## src/rtl/wts_mix_pkg.sv

```systemverilog
// Shared constants and signed sample/product/accumulator types for the 5-channel tone mixer.
package wts_mix_pkg;

  localparam int unsigned NUM_CH  = 5;
  localparam int unsigned LAST_CH = 4;
  localparam int unsigned CH_W    = 3;
  localparam int unsigned SMP_W   = 8;
  localparam int unsigned PROD_W  = 12;
  localparam int unsigned ACC_W   = 15;
  localparam int unsigned PEAK_W  = 8;

  // Slots IDLE_FIRST..7 carry no channel data
  localparam logic [CH_W-1:0] IDLE_FIRST = CH_W'(5);

  typedef logic signed [SMP_W-1:0]  sample_t;
  typedef logic signed [PROD_W-1:0] prod_t;
  typedef logic signed [ACC_W-1:0]  acc_t;

endpackage

```

## src/rtl/wts_channel_mixer_5ch_if.sv

```systemverilog
// Slot input, mixed output and peak-meter readback signals of the 5-channel mixer.
interface wts_channel_mixer_5ch_if
  import wts_mix_pkg::*;
#(
  parameter int unsigned SAMPLE_W = 8,
  parameter int unsigned VOL_W    = 4,
  parameter int unsigned OUT_W    = 12
);

  logic [CH_W-1:0]            active;
  logic signed [SAMPLE_W-1:0] sample;
  logic [VOL_W-1:0]           reg_volume;
  logic                       reg_enable;
  logic signed [OUT_W-1:0]    mix_out;
  logic                       mix_valid;
  logic [CH_W-1:0]            peak_sel;
  logic                       peak_clear;
  logic [PEAK_W-1:0]          peak_level;

  modport master (
    output active, sample, reg_volume, reg_enable, peak_sel, peak_clear,
    input  mix_out, mix_valid, peak_level
  );

  modport slave (
    input  active, sample, reg_volume, reg_enable, peak_sel, peak_clear,
    output mix_out, mix_valid, peak_level
  );

endinterface

```

## src/rtl/wts_volume_scaler.sv

```systemverilog
// Stage 1: registered signed sample x unsigned volume product, gated by key-on; idle slots give a bubble.
module wts_volume_scaler
  import wts_mix_pkg::*;
#(
  parameter int unsigned SAMPLE_W = 8,
  parameter int unsigned VOL_W    = 4
) (
  input  logic                       clk,
  input  logic                       reset,
  input  logic [CH_W-1:0]            active,
  input  logic signed [SAMPLE_W-1:0] sample,
  input  logic [VOL_W-1:0]           volume,
  input  logic                       enable,
  output prod_t                      p1,
  output logic [CH_W-1:0]            p1_ch,
  output logic                       p1_valid
);

  prod_t sample_ext;
  prod_t volume_ext;
  prod_t prod;
  logic  slot_live;

  // Volume is zero-extended so the multiply stays signed without flipping its sign
  always_comb begin
    sample_ext = prod_t'(sample);
    volume_ext = prod_t'({1'b0, volume});
    prod       = sample_ext * volume_ext;
    slot_live  = (active < IDLE_FIRST);
  end

  always_ff @(posedge clk or posedge reset) begin
    if (reset) begin
      p1       <= '0;
      p1_ch    <= '0;
      p1_valid <= 1'b0;
    end else begin
      p1_valid <= slot_live;
      if (slot_live) begin
        p1    <= enable ? prod : '0;
        p1_ch <= active;
      end
    end
  end

endmodule

```

## src/rtl/wts_channel_mixer_5ch.sv

```systemverilog
// Volume-scales and sums the 5 time-multiplexed tone slots into one sample per frame, with per-channel peak meters.
// Optional build macro WTS_MIX_SATURATE_EN: output = clip(sum >>> 2) instead of sum >>> 3.
module wts_channel_mixer_5ch
  import wts_mix_pkg::*;
#(
  parameter int unsigned SAMPLE_W = 8,
  parameter int unsigned VOL_W    = 4,
  parameter int unsigned OUT_W    = 12
) (
  input  logic                  clk,
  input  logic                  reset,
  wts_channel_mixer_5ch_if.slave bus
);

  prod_t                   p1;
  logic [CH_W-1:0]         p1_ch;
  logic                    p1_valid;
  logic                    p1_last;
  acc_t                    acc;
  acc_t                    acc_sum;
  logic signed [OUT_W-1:0] mix_f;
  logic [PROD_W-1:0]       p1_mag;
  logic [PEAK_W-1:0]       m;
  logic [PEAK_W-1:0]       peak [NUM_CH];

  wts_volume_scaler #(
    .SAMPLE_W (SAMPLE_W),
    .VOL_W    (VOL_W)
  ) u_scaler (
    .clk      (clk),
    .reset    (reset),
    .active   (bus.active),
    .sample   (bus.sample),
    .volume   (bus.reg_volume),
    .enable   (bus.reg_enable),
    .p1       (p1),
    .p1_ch    (p1_ch),
    .p1_valid (p1_valid)
  );

  // Channel 0 restarts the frame sum; every other slot accumulates
  always_comb begin
    p1_last = (p1_ch == CH_W'(LAST_CH));
    acc_sum = (p1_ch == '0) ? ACC_W'(p1) : acc + ACC_W'(p1);
    p1_mag  = p1[PROD_W-1] ? PROD_W'(-p1) : PROD_W'(p1);
    m       = PEAK_W'(p1_mag >> 3);
  end

`ifdef WTS_MIX_SATURATE_EN
  localparam acc_t SAT_HI = acc_t'((2 ** (int'(OUT_W) - 1)) - 1);
  localparam acc_t SAT_LO = acc_t'(-(2 ** (int'(OUT_W) - 1)));
  acc_t acc_shift;

  always_comb begin
    acc_shift = acc_sum >>> 2;
    if (acc_shift > SAT_HI)      mix_f = OUT_W'(SAT_HI);
    else if (acc_shift < SAT_LO) mix_f = OUT_W'(SAT_LO);
    else                         mix_f = OUT_W'(acc_shift);
  end
`else
  always_comb begin
    mix_f = OUT_W'(acc_sum >>> 3);
  end
`endif

  always_ff @(posedge clk or posedge reset) begin
    if (reset) begin
      acc           <= '0;
      bus.mix_out   <= '0;
      bus.mix_valid <= 1'b0;
    end else begin
      bus.mix_valid <= p1_valid && p1_last;
      if (p1_valid) begin
        acc <= acc_sum;
        if (p1_last) bus.mix_out <= mix_f;
      end
    end
  end

  // A clear on the same edge as an update of that channel leaves the new level
  always_ff @(posedge clk or posedge reset) begin
    if (reset) begin
      for (int i = 0; i < int'(NUM_CH); i++) peak[i] <= '0;
    end else begin
      for (int i = 0; i < int'(NUM_CH); i++) begin
        if (p1_valid && (p1_ch == CH_W'(i))) begin
          if (bus.peak_clear && (bus.peak_sel == CH_W'(i))) peak[i] <= m;
          else if (m > peak[i])                              peak[i] <= m;
        end else if (bus.peak_clear && (bus.peak_sel == CH_W'(i))) begin
          peak[i] <= '0;
        end
      end
    end
  end

  always_comb begin
    bus.peak_level = '0;
    for (int i = 0; i < int'(NUM_CH); i++) begin
      if (bus.peak_sel == CH_W'(i)) bus.peak_level = peak[i];
    end
  end

endmodule

```

## src/flat_wrapper.sv

```systemverilog
// flat-port wrapper written by rule: the top's interface ports become plain ports
module wts_channel_mixer_5ch_flat import wts_mix_pkg::*;
#(
  parameter int unsigned SAMPLE_W = 8,
  parameter int unsigned VOL_W    = 4,
  parameter int unsigned OUT_W    = 12
)
  (clk, reset, bus_active, bus_sample, bus_reg_volume, bus_reg_enable, bus_peak_sel, bus_peak_clear, bus_mix_out, bus_mix_valid, bus_peak_level);
  wts_channel_mixer_5ch_if #(.SAMPLE_W(SAMPLE_W), .VOL_W(VOL_W), .OUT_W(OUT_W)) bus_i ();
  input  logic clk;
  input  logic reset;
  input wire logic [$bits(bus_i.active)-1:0] bus_active;
  input wire logic [$bits(bus_i.sample)-1:0] bus_sample;
  input wire logic [$bits(bus_i.reg_volume)-1:0] bus_reg_volume;
  input wire logic [$bits(bus_i.reg_enable)-1:0] bus_reg_enable;
  input wire logic [$bits(bus_i.peak_sel)-1:0] bus_peak_sel;
  input wire logic [$bits(bus_i.peak_clear)-1:0] bus_peak_clear;
  output wire logic [$bits(bus_i.mix_out)-1:0] bus_mix_out;
  output wire logic [$bits(bus_i.mix_valid)-1:0] bus_mix_valid;
  output wire logic [$bits(bus_i.peak_level)-1:0] bus_peak_level;
  assign bus_i.active = bus_active;
  assign bus_i.sample = bus_sample;
  assign bus_i.reg_volume = bus_reg_volume;
  assign bus_i.reg_enable = bus_reg_enable;
  assign bus_i.peak_sel = bus_peak_sel;
  assign bus_i.peak_clear = bus_peak_clear;
  assign bus_mix_out = bus_i.mix_out;
  assign bus_mix_valid = bus_i.mix_valid;
  assign bus_peak_level = bus_i.peak_level;
  wts_channel_mixer_5ch #(.SAMPLE_W(SAMPLE_W), .VOL_W(VOL_W), .OUT_W(OUT_W)) u_core (.clk(clk), .reset(reset), .bus(bus_i));
endmodule
```

## config.mk

```make
export PLATFORM = sky130hd
export DESIGN_NAME = wts_channel_mixer_5ch_flat
export DESIGN_NICKNAME = d
export VERILOG_FILES = /design/src/rtl/wts_mix_pkg.sv /design/src/rtl/wts_channel_mixer_5ch_if.sv /design/src/rtl/wts_volume_scaler.sv /design/src/rtl/wts_channel_mixer_5ch.sv /design/src/flat_wrapper.sv
export SDC_FILE = /design/constraint.sdc
export NUM_CORES = 1
export LEC_CHECK = 0
export ABC_AREA = 1
export CAP_MARGIN = 20
export CORE_UTILIZATION = 45
export DETAILED_ROUTE_END_ITERATION = 8
export HOLD_SLACK_MARGIN = 0.06
export PLACE_DENSITY = 0.75
export SYNTH_ARGS = -nofsm -noshare
export SYNTH_HDL_FRONTEND = slang
export SYNTH_SLANG_ARGS = --single-unit
```

## constraint.sdc

```tcl
create_clock -name clk -period 2.68 [get_ports clk]
set_input_delay 0.268 -clock clk [delete_from_list [all_inputs] [get_ports clk]]
set_output_delay 0.268 -clock clk [all_outputs]
set_load 0.01 [all_outputs]
```

# [After elaboration in Yosys (flattened, before gate mapping)]
# Index checks and enable logic that the tools add are counted.
[word_totals] reg_bits=84 inputBits=22 output_inout_bits=21 elab_cells=84
[op_classes] n_addsub=2 multipliers=1 n_lt_le_gt_ge=6 eq_ne=8 muxes=28 n_reduce_logical=28
[op_table] op="$mux W8" n=25
[op_table] op="$gt A8 B8 Y1" n=5
[op_table] op="$reduce_bool A2 Y1" n=10
[op_table] op="$add A15 B12 Y15" n=1
[op_table] op="$mux W15" n=1
[op_table] op="$eq A3 B2 Y1 const B" n=4
[op_table] op="$mul A8 B5 Y12" n=1
[op_table] op="$mux W12" n=1
[op_table] op="$reduce_and A2 Y1" n=6
[op_table] op="$mux W11" n=1
[op_table] op="$neg A11 Y11" n=1
[op_table] op="$logic_and A1 B1 Y1" n=10
[op_table] op="$eq A3 B1 Y1 const B" n=2
[op_table] op="$eq A3 B3 Y1 const B" n=2
[op_table] op="$logic_not A3 Y1" n=2
[op_table] op="$lt A3 B3 Y1 const B" n=1

# [Logic depth before layout (Yosys ltp)]
# Gate-level depths: netlist (run 1).
[logic_depth] word_depth=6 ltp_mapped=19 depth_no_buf=18

# [Hierarchy]
# Synthesis (run 1) repeated with hierarchy kept, for this count alone.
[hier_totals] hier_cells=1043 hier_area_um2=7198.2
[modules_own_cells] mod="wts_channel_mixer_5ch" n_inst=1 cells_each=772 area_each_um2=5283.8 seq_area_each_um2=1701.6
[modules_own_cells] mod="wts_volume_scaler" n_inst=1 cells_each=271 area_each_um2=1914.3 seq_area_each_um2=400.4

# [Worst setup path before layout (run 1)]
# OpenSTA, ideal clock, no wires.
[synth_path] path_type="input-to-reg" startpoint="input port bus_reg_volume[2]" endpoint="register u_core.u_scaler.p1[9]" setup_time_ns=0.127 t_arrival_ns=3.008 required_ns=2.553 setup_slack_ns=-0.455 cell_stages=14 path_buffers=1 path_cell_list="clkbuf_1 -> nand2_1 -> inv_1 -> ha_1 -> fa_1 -> inv_1 -> fa_1 -> inv_1 -> ha_1 -> nand4_1 -> o21ai_0 -> nand3_1 -> a21oi_1 -> o21ai_0"
[synth_via] elab_chain_cells=2
[synth_lines] element="from (decl)" line_no="flat_wrapper.sv:14" text="input wire logic [$bits(bus_i.reg_volume)-1:0] bus_reg_volume;"
[synth_lines] element="$mul A8 B5 Y12" line_no="wts_volume_scaler.sv:28" text="prod = sample_ext * volume_ext;"
[synth_lines] element="$mux W12" line_no="wts_volume_scaler.sv:40" text="p1 <= enable ? prod : '0;"
[synth_lines] element="to (signal assigned)" line_no="wts_volume_scaler.sv:40"
[synth_lines] element="to (decl)" line_no="wts_volume_scaler.sv:14" text="output prod_t p1,"
# Every way passes these cells.
# A chain may end at the register's enable or synchronous reset.

# [Worst setup path after layout (run 1)]
[layout_path] startpoint="register u_core.u_scaler.p1[0]" endpoint="register u_core.peak[31] (netlist name)"
[layout_via] elab_chain_cells=5 word_cells_on_any_way=8 classes_between="add/sub: 1; order compare: 1; mux: 4; reduce/logical: 2"
[layout_lines] element="$neg A11 Y11 *" line_no="wts_channel_mixer_5ch.sv:45" text="p1_mag = p1[PROD_W-1] ? PROD_W'(-p1) : PROD_W'(p1);"
[layout_lines] element="$mux W11 *" line_no="wts_channel_mixer_5ch.sv:45"
[layout_lines] element="$gt A8 B8 Y1 or $mux W8 (tied branches)" line_no="wts_channel_mixer_5ch.sv:88" text="else if (m > peak[i]) peak[i] <= m;"
[layout_lines] element="$reduce_bool A2 Y1 (no source line) or $mux W8 (tied branches)"
[layout_lines] element="$reduce_and A2 Y1 (no source line) or $mux W8 (tied branches)"
[layout_lines] element="to (signal, indexed assignment)" line_no="wts_channel_mixer_5ch.sv:87" text="if (bus.peak_clear && (bus.peak_sel == CH_W'(i))) peak[i] <= m;"
[layout_lines] element="to (decl)" line_no="wts_channel_mixer_5ch.sv:24" text="logic [PEAK_W-1:0] peak [NUM_CH];"
# Mark *: on every way between the ends. The rest lies on a longest branch, timed or not. The select of a mux whose other input is x is not followed.

==> impl_metrics.env, run 1 <==
export IMPL_run_status="finished, violations left"
export IMPL_violations_in_the_final_reports="negative setup slack"
export IMPL_dpl_hpwl_mm=14.47
export IMPL_wire_length_of_the_first_global_routing_pass_mm=32.22
export IMPL_drive_above_1_share_pct=24.93
export IMPL_flow_area_growth_from_synthesis_pct=33.42
export IMPL_yosysWarnings=0
export IMPL_cts_num_sinks=84
export IMPL_total_power_mw=8.075
export IMPL_critical_path_max_fanout=6
export IMPL_port_buffer_count=42
export IMPL_timing_final_setup_violations=3
export IMPL_synth_seq_cells=84
export IMPL_cts_htree_levels=3
export IMPL_post_synth_inst_count=992
export IMPL_finish_instance_area_mm2=0.009382
export IMPL_cts_root_to_sink_buffers=2
export IMPL_swShare_pct=44.68
export IMPL_leakage_power_nw=4.798
export IMPL_maximum_number_of_pins_on_one_net_before_global_route_repair=54
export IMPL_count_of_boundary_i_o_pins=43
export IMPL_switching_power_mw=3.608
export IMPL_timing_clock_skew_ns=0.009501
export IMPL_pwr_density_cell_mw_per_mm2=860.7
export IMPL_firstDrtPassIters=6
export IMPL_hold_buffers=0
export IMPL_clock_period_minus_final_worst_setup_slack_ns=2.689
export IMPL_synth_distinct_cells=42
export IMPL_synth_area_mm2=0.007032
export IMPL_internal_power_mw=4.467
export IMPL_dieWidth_um=127.0
export IMPL_gpl_final_weighted_congestion=0.9117
export IMPL_fmaxAchievable_mhz=371.9
export IMPL_setup_worst_path_start_class="flop"
export IMPL_row_cnt=45
export IMPL_ys_seq_area_share_pct=29.89
export IMPL_synth_edf_count=0
export IMPL_fin_ws_ns=-0.009184
export IMPL_grt_setup_unrepaired="true"
export IMPL_seq_power_share_pct=22.4
export IMPL_critical_path_rt_ns=2.91
export IMPL_cts_root_buffer="sky130_fd_sc_hd__clkbuf_16"
export IMPL_detail_route_drc_violations=0
export IMPL_overflow=0
export IMPL_insertedDiodeCount=0
export IMPL_clock_pin_slew_worst_setup_and_hold_paths_ns=0.07
export IMPL_worst_pin_slew_ns=0.4908
export IMPL_floorplan_die_area_mm2=0.01613
export IMPL_grt_util_all_layers_pct=25.16
export IMPL_setup_worst_path_end_class="flop"
export IMPL_pwr_share_comb_pct=62.8
export IMPL_period_share_pct=100.3
export IMPL_wl_per_cell_um=15.64
export IMPL_max_cap_violations=0
export IMPL_via_count_of_the_first_global_routing_pass=6767
export IMPL_pre_cts_slack_ns=-0.8341
export IMPL_timing_setup_tns_ns=-0.02240
export IMPL_floorplan_initialDensity_pct=46.26
export IMPL_nets=1244
export IMPL_peak_vdd_ir_uv=473.7
export IMPL_iteration_0_drc_markers=618
export IMPL_drt_vias_per_instance=5.404
export IMPL_cp_data_arrival_time_ns=2.92
export IMPL_type_of_the_tightest_min_delay_check="primary input to asynchronous set/reset pin"
export IMPL_max_transition_viols_final=0
export IMPL_synth_net_count=1106
export IMPL_die_h_um=127.0
export IMPL_hold_viol_final=0
export IMPL_vias=7149
export IMPL_core_mm2=0.01520
export IMPL_tritoncts="done"
export IMPL_dpl_instance_area_mm2=0.008354
export IMPL_async_reset_ff_share_pct=100.0
export IMPL_postRouteAntennaNets=0
export IMPL_clock_latency_ns=0.35
export IMPL_drt_total_wl_mm=20.69
export IMPL_ys_flop_type="sky130_fd_sc_hd__dfrtp_1"
export IMPL_cts_buf_count=9
export IMPL_initial_antenna_violation_count=0
export IMPL_critPathKind="flop to flop"
export IMPL_synthesis_area_per_instance_um2=7.088
export IMPL_clock_power_share_pct=14.8
export IMPL_worst_slew_margin_rel_pct=67.24
-- kinds of logic after synthesis --
| kind of cell | synth area share, % |
|---|---|
| compound gates | 10.45 |
| xor+xnor | 1.619 |
| fa+ha+maj | 18.19 |
| buf+inv | 10.87 |
| flops | 29.89 |
| simple gates | 28.99 |
-- layer usage --
| metal | share of wire, % | GRT usage, % | wire length, um |
|---|---|---|---|
| met5 | 0 | 0 | 0 |
| met2 | 48 | 42.37 | 9911 |
| met3 | 6.4 | 2.722 | 1323 |
| met4 | 3.7 | 10.22 | 770 |
| met1 | 42 | 33.15 | 8684 |
-- critical path: stages, from the launching register on --
cell and delay, ns:
sky130_fd_sc_hd__dfrtp_1 0.40, sky130_fd_sc_hd__nor2_2 0.17, sky130_fd_sc_hd__nand3_2 0.13, sky130_fd_sc_hd__nor2_4 0.18, sky130_fd_sc_hd__a21oi_2 0.08, sky130_fd_sc_hd__xor2_1 0.25, sky130_fd_sc_hd__inv_2 0.17, sky130_fd_sc_hd__ha_1 0.33
sky130_fd_sc_hd__nand4_1 0.17, sky130_fd_sc_hd__nor3_2 0.17, sky130_fd_sc_hd__nor2_1 0.07, sky130_fd_sc_hd__o21ai_2 0.10, sky130_fd_sc_hd__nand2_2 0.16, sky130_fd_sc_hd__nand2_1 0.11, sky130_fd_sc_hd__o21ai_0 0.08
-- repair_timing --
item / CTS / global route
buffers inserted: 1 / 12
endpoints found under the setup margin: 48 / 47
gates cloned: 0 / 4
gates resized for setup: 58 / 146
pin swaps: 29 / 71
hold endpoints to repair: 0 / 0
-- cell usage in the layout, fill, tap and decap left out, types with 7 or more instances in the layout --
master and count:
sky130_fd_sc_hd__nand4_1 9, sky130_fd_sc_hd__nand3_2 12, sky130_fd_sc_hd__o21ai_1 12, sky130_fd_sc_hd__ha_4 26, sky130_fd_sc_hd__o21ai_0 35, sky130_fd_sc_hd__clkbuf_16 9, sky130_fd_sc_hd__inv_1 142, sky130_fd_sc_hd__xnor2_1 7
sky130_fd_sc_hd__buf_6 14, sky130_fd_sc_hd__dfrtp_1 84, sky130_fd_sc_hd__o22ai_1 10, sky130_fd_sc_hd__fa_1 15, sky130_fd_sc_hd__a21oi_2 11, sky130_fd_sc_hd__nand2_4 15, sky130_fd_sc_hd__ha_1 47, sky130_fd_sc_hd__nand3_1 86
sky130_fd_sc_hd__inv_2 28, sky130_fd_sc_hd__clkdlybuf4s50_1 31, sky130_fd_sc_hd__nand2_1 266, sky130_fd_sc_hd__nand2_2 28, sky130_fd_sc_hd__nor2_1 43, sky130_fd_sc_hd__buf_4 88, sky130_fd_sc_hd__a21oi_1 41
-- power groups by stage --
stage                     clock (mW)  sequential [mW]  combinational [mW]
after floorplan                    0             1.82                2.67
after detailed placement           0             1.82                4.13
after global routing            1.25             1.84                5.63
after CTS                       1.21             1.80                4.25
final                           1.19             1.81                5.07
after global placement             0             1.81                4.00
-- synthesized netlist by cell type (7+ instances only) --
library cell / n / share of area [%]
sky130_fd_sc_hd__a21oi_1: 53 / 3.8
sky130_fd_sc_hd__clkbuf_1: 10 / 0.53
sky130_fd_sc_hd__dfrtp_1: 84 / 30
sky130_fd_sc_hd__fa_1: 17 / 4.8
sky130_fd_sc_hd__ha_1: 75 / 13
sky130_fd_sc_hd__inv_1: 168 / 9.0
sky130_fd_sc_hd__nand2_1: 301 / 16
sky130_fd_sc_hd__nand3_1: 97 / 6.9
sky130_fd_sc_hd__nand4_1: 9 / 0.80
sky130_fd_sc_hd__nor2_1: 49 / 2.6
sky130_fd_sc_hd__o21ai_0: 46 / 3.3
sky130_fd_sc_hd__o22ai_1: 10 / 0.89
sky130_fd_sc_hd__xnor2_1: 7 / 0.87
-- through the flow --
stage | instances | utilization (%) | hold slack, ns
global route | 1323 | 61.71 | 0.3294
finish | 1323 | 61.71 | 0.2575
floorplan | 992 | - | 0.3890
CTS | 1307 | 57.59 | 0.2832
global placement | 1290 | 54.95 | 0.4638
detailed placement | 1290 | 54.95 | 0.4657
-- registers in the layout, summed over array words and instances, names as in the netlist --
name                      cells
u_core.u_scaler.p1_ch         3
u_core.acc                   15
u_core.u_scaler.p1           12
u_core.bus.mix_valid          1
u_core.peak                  40
u_core.u_scaler.p1_valid      1
u_core.bus.mix_out           12
-- path summary, 6_finish.rpt --
path	from	end	slack [ns]	cells after the start
min in group clk	bus_sample[0]	u_core.u_scaler.p1[0]$_DFFE_PP0P_	0.44	3
max in group asynchronous	reset	u_core.peak[6]$_DFFE_PP0P_	1.65	4
max reg2reg	u_core.u_scaler.p1[0]$_DFFE_PP0P_	u_core.peak[31]$_DFFE_PP0P_	-0.009	14
max	u_core.u_scaler.p1[0]$_DFFE_PP0P_	u_core.peak[31]$_DFFE_PP0P_	-0.009	14
min	reset	u_core.acc[12]$_DFFE_PP0P_	0.26	2
min reg2reg	u_core.bus.mix_out[5]$_DFFE_PP0P_	u_core.bus.mix_out[5]$_DFFE_PP0P_	0.48	2
-- layout make-up --
cell class / count / area, um^2
Fill cell: 1253 / 5821
Multi-Input combinational cell: 719 / 4887
Sequential cell: 84 / 2102
Timing Repair Buffer: 143 / 1224
Inverter: 173 / 656.9
Tap cell: 188 / 235.2
Clock buffer: 10 / 229.0
Clock inverter: 6 / 47.55
Note: power is estimated with default switching activity, not from simulation.
==> run 2, diff against run 1 <==
--- a/config.mk
+++ b/config.mk
@@ -11,6 +11,7 @@
 export DETAILED_ROUTE_END_ITERATION = 8
 export HOLD_SLACK_MARGIN = 0.06
 export PLACE_DENSITY = 0.75
+export SKIP_LAST_GASP = 1
 export SYNTH_ARGS = -nofsm -noshare
 export SYNTH_HDL_FRONTEND = slang
 export SYNTH_SLANG_ARGS = --single-unit
==> run 2 against run 1 <==
  * The run still ends with negative setup slack left
  * Clock skew rose by 0.0025 ns
  * Core utilization fell by 0.082 points
  * Die area did not move
  * Combinational power barely moved
  * Sequential power barely moved
  * Critical path type unchanged
  * Critical endpoint unchanged
  * Highest routed layer unchanged
==> impl_metrics.env, run 2 (synthesized netlist as in run 1, its figures left out) <==
export IMPL_run_status="finished, violations left"
export IMPL_violations_in_the_final_reports="negative setup slack"
export IMPL_setup_worst_path_start_class="flop"
export IMPL_vias=7129
export IMPL_period_share_pct=104.7
export IMPL_clock_pin_slew_worst_setup_and_hold_paths_ns=0.07
export IMPL_clock_latency_ns=0.35
export IMPL_type_of_the_tightest_min_delay_check="primary input to asynchronous set/reset pin"
export IMPL_hold_buffers=0
export IMPL_iteration_0_drc_markers=642
export IMPL_flip_flop_count_of_the_largest_register_after_layout=40
export IMPL_drt_vias_per_instance=5.389
export IMPL_floorplan_die_area_mm2=0.01613
export IMPL_wl_per_cell_um=15.63
export IMPL_firstDrtPassIters=5
export IMPL_worst_pin_slew_ns=0.4914
export IMPL_cts_buf_count=9
export IMPL_drive_above_1_share_pct=24.85
export IMPL_via_count_of_the_first_global_routing_pass=6767
export IMPL_cts_root_buffer="sky130_fd_sc_hd__clkbuf_16"
export IMPL_detail_route_drc_violations=0
export IMPL_max_transition_viols_final=0
export IMPL_core_mm2=0.01520
export IMPL_postRouteAntennaNets=0
export IMPL_clock_period_minus_final_worst_setup_slack_ns=2.806
export IMPL_maximum_number_of_pins_on_one_net_before_global_route_repair=54
export IMPL_critical_path_max_fanout=6
export IMPL_hold_slack_ns=0.2597
export IMPL_gpl_final_weighted_congestion=0.9117
export IMPL_tritoncts="done"
export IMPL_crit_chain="nor2_2 -> nand3_2 -> nor2_4 -> a21oi_2 -> xor2_1 -> inv_2 -> ha_1 -> nand4_1 -> nor3_2 -> nor2_1 -> o21ai_2 -> nand2_2 -> nand2_1 -> o21ai_0"
export IMPL_most_common_layout_cells="sky130_fd_sc_hd__nand2_1 (266), sky130_fd_sc_hd__inv_1 (142), sky130_fd_sc_hd__buf_4 (88)"
export IMPL_critical_path_rt_ns=2.90
export IMPL_layout_cells_most_common="sky130_fd_sc_hd__nand2_1"
export IMPL_flow_area_growth_from_synthesis_pct=33.24
export IMPL_initial_antenna_violation_count=0
export IMPL_fmaxAchievable_mhz=356.4
export IMPL_worst_slew_margin_rel_pct=67.20
export IMPL_leakage_power_nw=4.797
export IMPL_grt_util_all_layers_pct=25.16
export IMPL_cts_htree_levels=3
export IMPL_dpl_hpwl_mm=14.47
export IMPL_layout_filler_cells=1255
export IMPL_die_h_um=127.0
export IMPL_row_cnt=45
export IMPL_critPathSlowestCell="sky130_fd_sc_hd__dfrtp_1"
export IMPL_grt_setup_unrepaired="true"
export IMPL_nets=1244
export IMPL_regMostFlops="u_core.peak"
export IMPL_timing_clock_skew_ns=0.01199
export IMPL_critPathKind="flop to flop"
export IMPL_cts_num_sinks=84
export IMPL_critical_path_top_delay_family="simple AND/OR/NAND/NOR gates"
export IMPL_cts_root_to_sink_buffers=2
export IMPL_hold_viol_final=0
export IMPL_critical_path_max_stage_delay_ns=0.40
export IMPL_port_buffer_count=42
export IMPL_overflow=0
export IMPL_dieWidth_um=127.0
export IMPL_setup_worst_path_end_class="flop"
export IMPL_peak_vdd_ir_uv=472.5
export IMPL_pwr_density_cell_mw_per_mm2=861.6
export IMPL_floorplan_initialDensity_pct=46.26
export IMPL_fin_ws_ns=-0.1256
export IMPL_count_of_boundary_i_o_pins=43
export IMPL_finish_instance_area_mm2=0.009369
export IMPL_dpl_instance_area_mm2=0.008354
export IMPL_max_cap_violations=0
export IMPL_drt_total_wl_mm=20.68
export IMPL_wire_length_of_the_first_global_routing_pass_mm=32.22
export IMPL_worstPathBufferInverterCount=1
export IMPL_insertedDiodeCount=0
export IMPL_cp_data_arrival_time_ns=3.03
export IMPL_top_regs="u_core.peak: 40 flops, u_core.acc: 15 flops"
export IMPL_timing_final_setup_violations=8
[run 2: cell count changes in the layout (fill, tap and decap cells not counted)]
cell                   previous run  this run
sky130_fd_sc_hd__ha_1            47        48
sky130_fd_sc_hd__ha_4            26        25
[run 2: power breakdown]
| part | internal (mW) | leakage, nW | switching (mW) |
|---|---|---|---|
| clock network | 0.635 | 0.122 | 0.559 |
| logic | 2.23 | 3.57 | 2.84 |
| registers | 1.59 | 1.11 | 0.215 |
[run 2: worst reg2reg max path: cells and delay by family (launching register included)]
| kind | cells | cell delay (ns) |
|---|---|---|
| compound gates | 3 | 0.28 |
| xor+xnor | 1 | 0.25 |
| fa+ha+maj | 1 | 0.34 |
| buf+inv | 1 | 0.18 |
| flops | 1 | 0.40 |
| simple gates | 8 | 1.23 |
[run 2: layout make-up]
class | instances | area, um^2 | area share (%)
repair buffers | 143 | 1224 | 13.06
clock buffers | 10 | 229.0 | 2.444
flip-flops and latches | 84 | 2102 | 22.44
multi-input cells | 719 | 4875 | 52.03
inverters | 173 | 656.9 | 7.011
well taps | 188 | 235.2 | 2.511
clock inverters | 6 | 47.55 | 0.5075
[run 2: worst paths after layout]
kind / startpoint / to / slack [ns] / depth (start not counted)
min in group clk: bus_sample[0] / u_core.u_scaler.p1[0]$_DFFE_PP0P_ / 0.44 / 3
max in group asynchronous: reset / u_core.peak[4]$_DFFE_PP0P_ / 1.65 / 4
worst max-delay path: u_core.u_scaler.p1[0]$_DFFE_PP0P_ / u_core.peak[31]$_DFFE_PP0P_ / -0.13 / 14
worst min-delay path: reset / u_core.acc[12]$_DFFE_PP0P_ / 0.26 / 2
worst min register to register: u_core.bus.mix_out[9]$_DFFE_PP0P_ / u_core.bus.mix_out[9]$_DFFE_PP0P_ / 0.48 / 2
worst max register to register: u_core.u_scaler.p1[0]$_DFFE_PP0P_ / u_core.peak[31]$_DFFE_PP0P_ / -0.13 / 14
[run 2: routing by layer]
metal	routed length [um]	track usage, %
met1	8696	33.15
met3	1308	2.722
met2	9856	42.37
met5	0	0
met4	816	10.22
[run 2: per-stage QoR]
step           instances  worst slack (ns)  power (mW)  TNS, ns  util (%)
2_1_floorplan        992           -0.1576       4.495  -0.5290         -
3_3_place_gp        1290           -0.7359       5.810   -9.008     54.95
3_5_place_dp        1290           -0.8341       5.944   -12.76     54.95
4_1_cts             1307         0.0003277       7.253        0     57.59
5_1_grt             1323           -0.1888       8.716   -3.002     61.63
6_report            1323           -0.1256       8.073  -0.6663     61.63
[run 2: repair_timing]
action                                 in CTS  in global routing
setup endpoints to repair                  48                 47
buffers inserted                            1                 12
endpoints found under the hold margin       0                  0
gates resized for setup                    58                145
cloned                                      0                  4
pin swaps                                  29                 71
==> run 3, diff against run 2 <==
--- a/config.mk
+++ b/config.mk
@@ -6,7 +6,6 @@
 export NUM_CORES = 1
 export LEC_CHECK = 0
 export ABC_AREA = 1
-export CAP_MARGIN = 20
 export CORE_UTILIZATION = 45
 export DETAILED_ROUTE_END_ITERATION = 8
 export HOLD_SLACK_MARGIN = 0.06
==> results of run 3 <==
The final DEF is identical to that of run 2; final timing and power are the same.
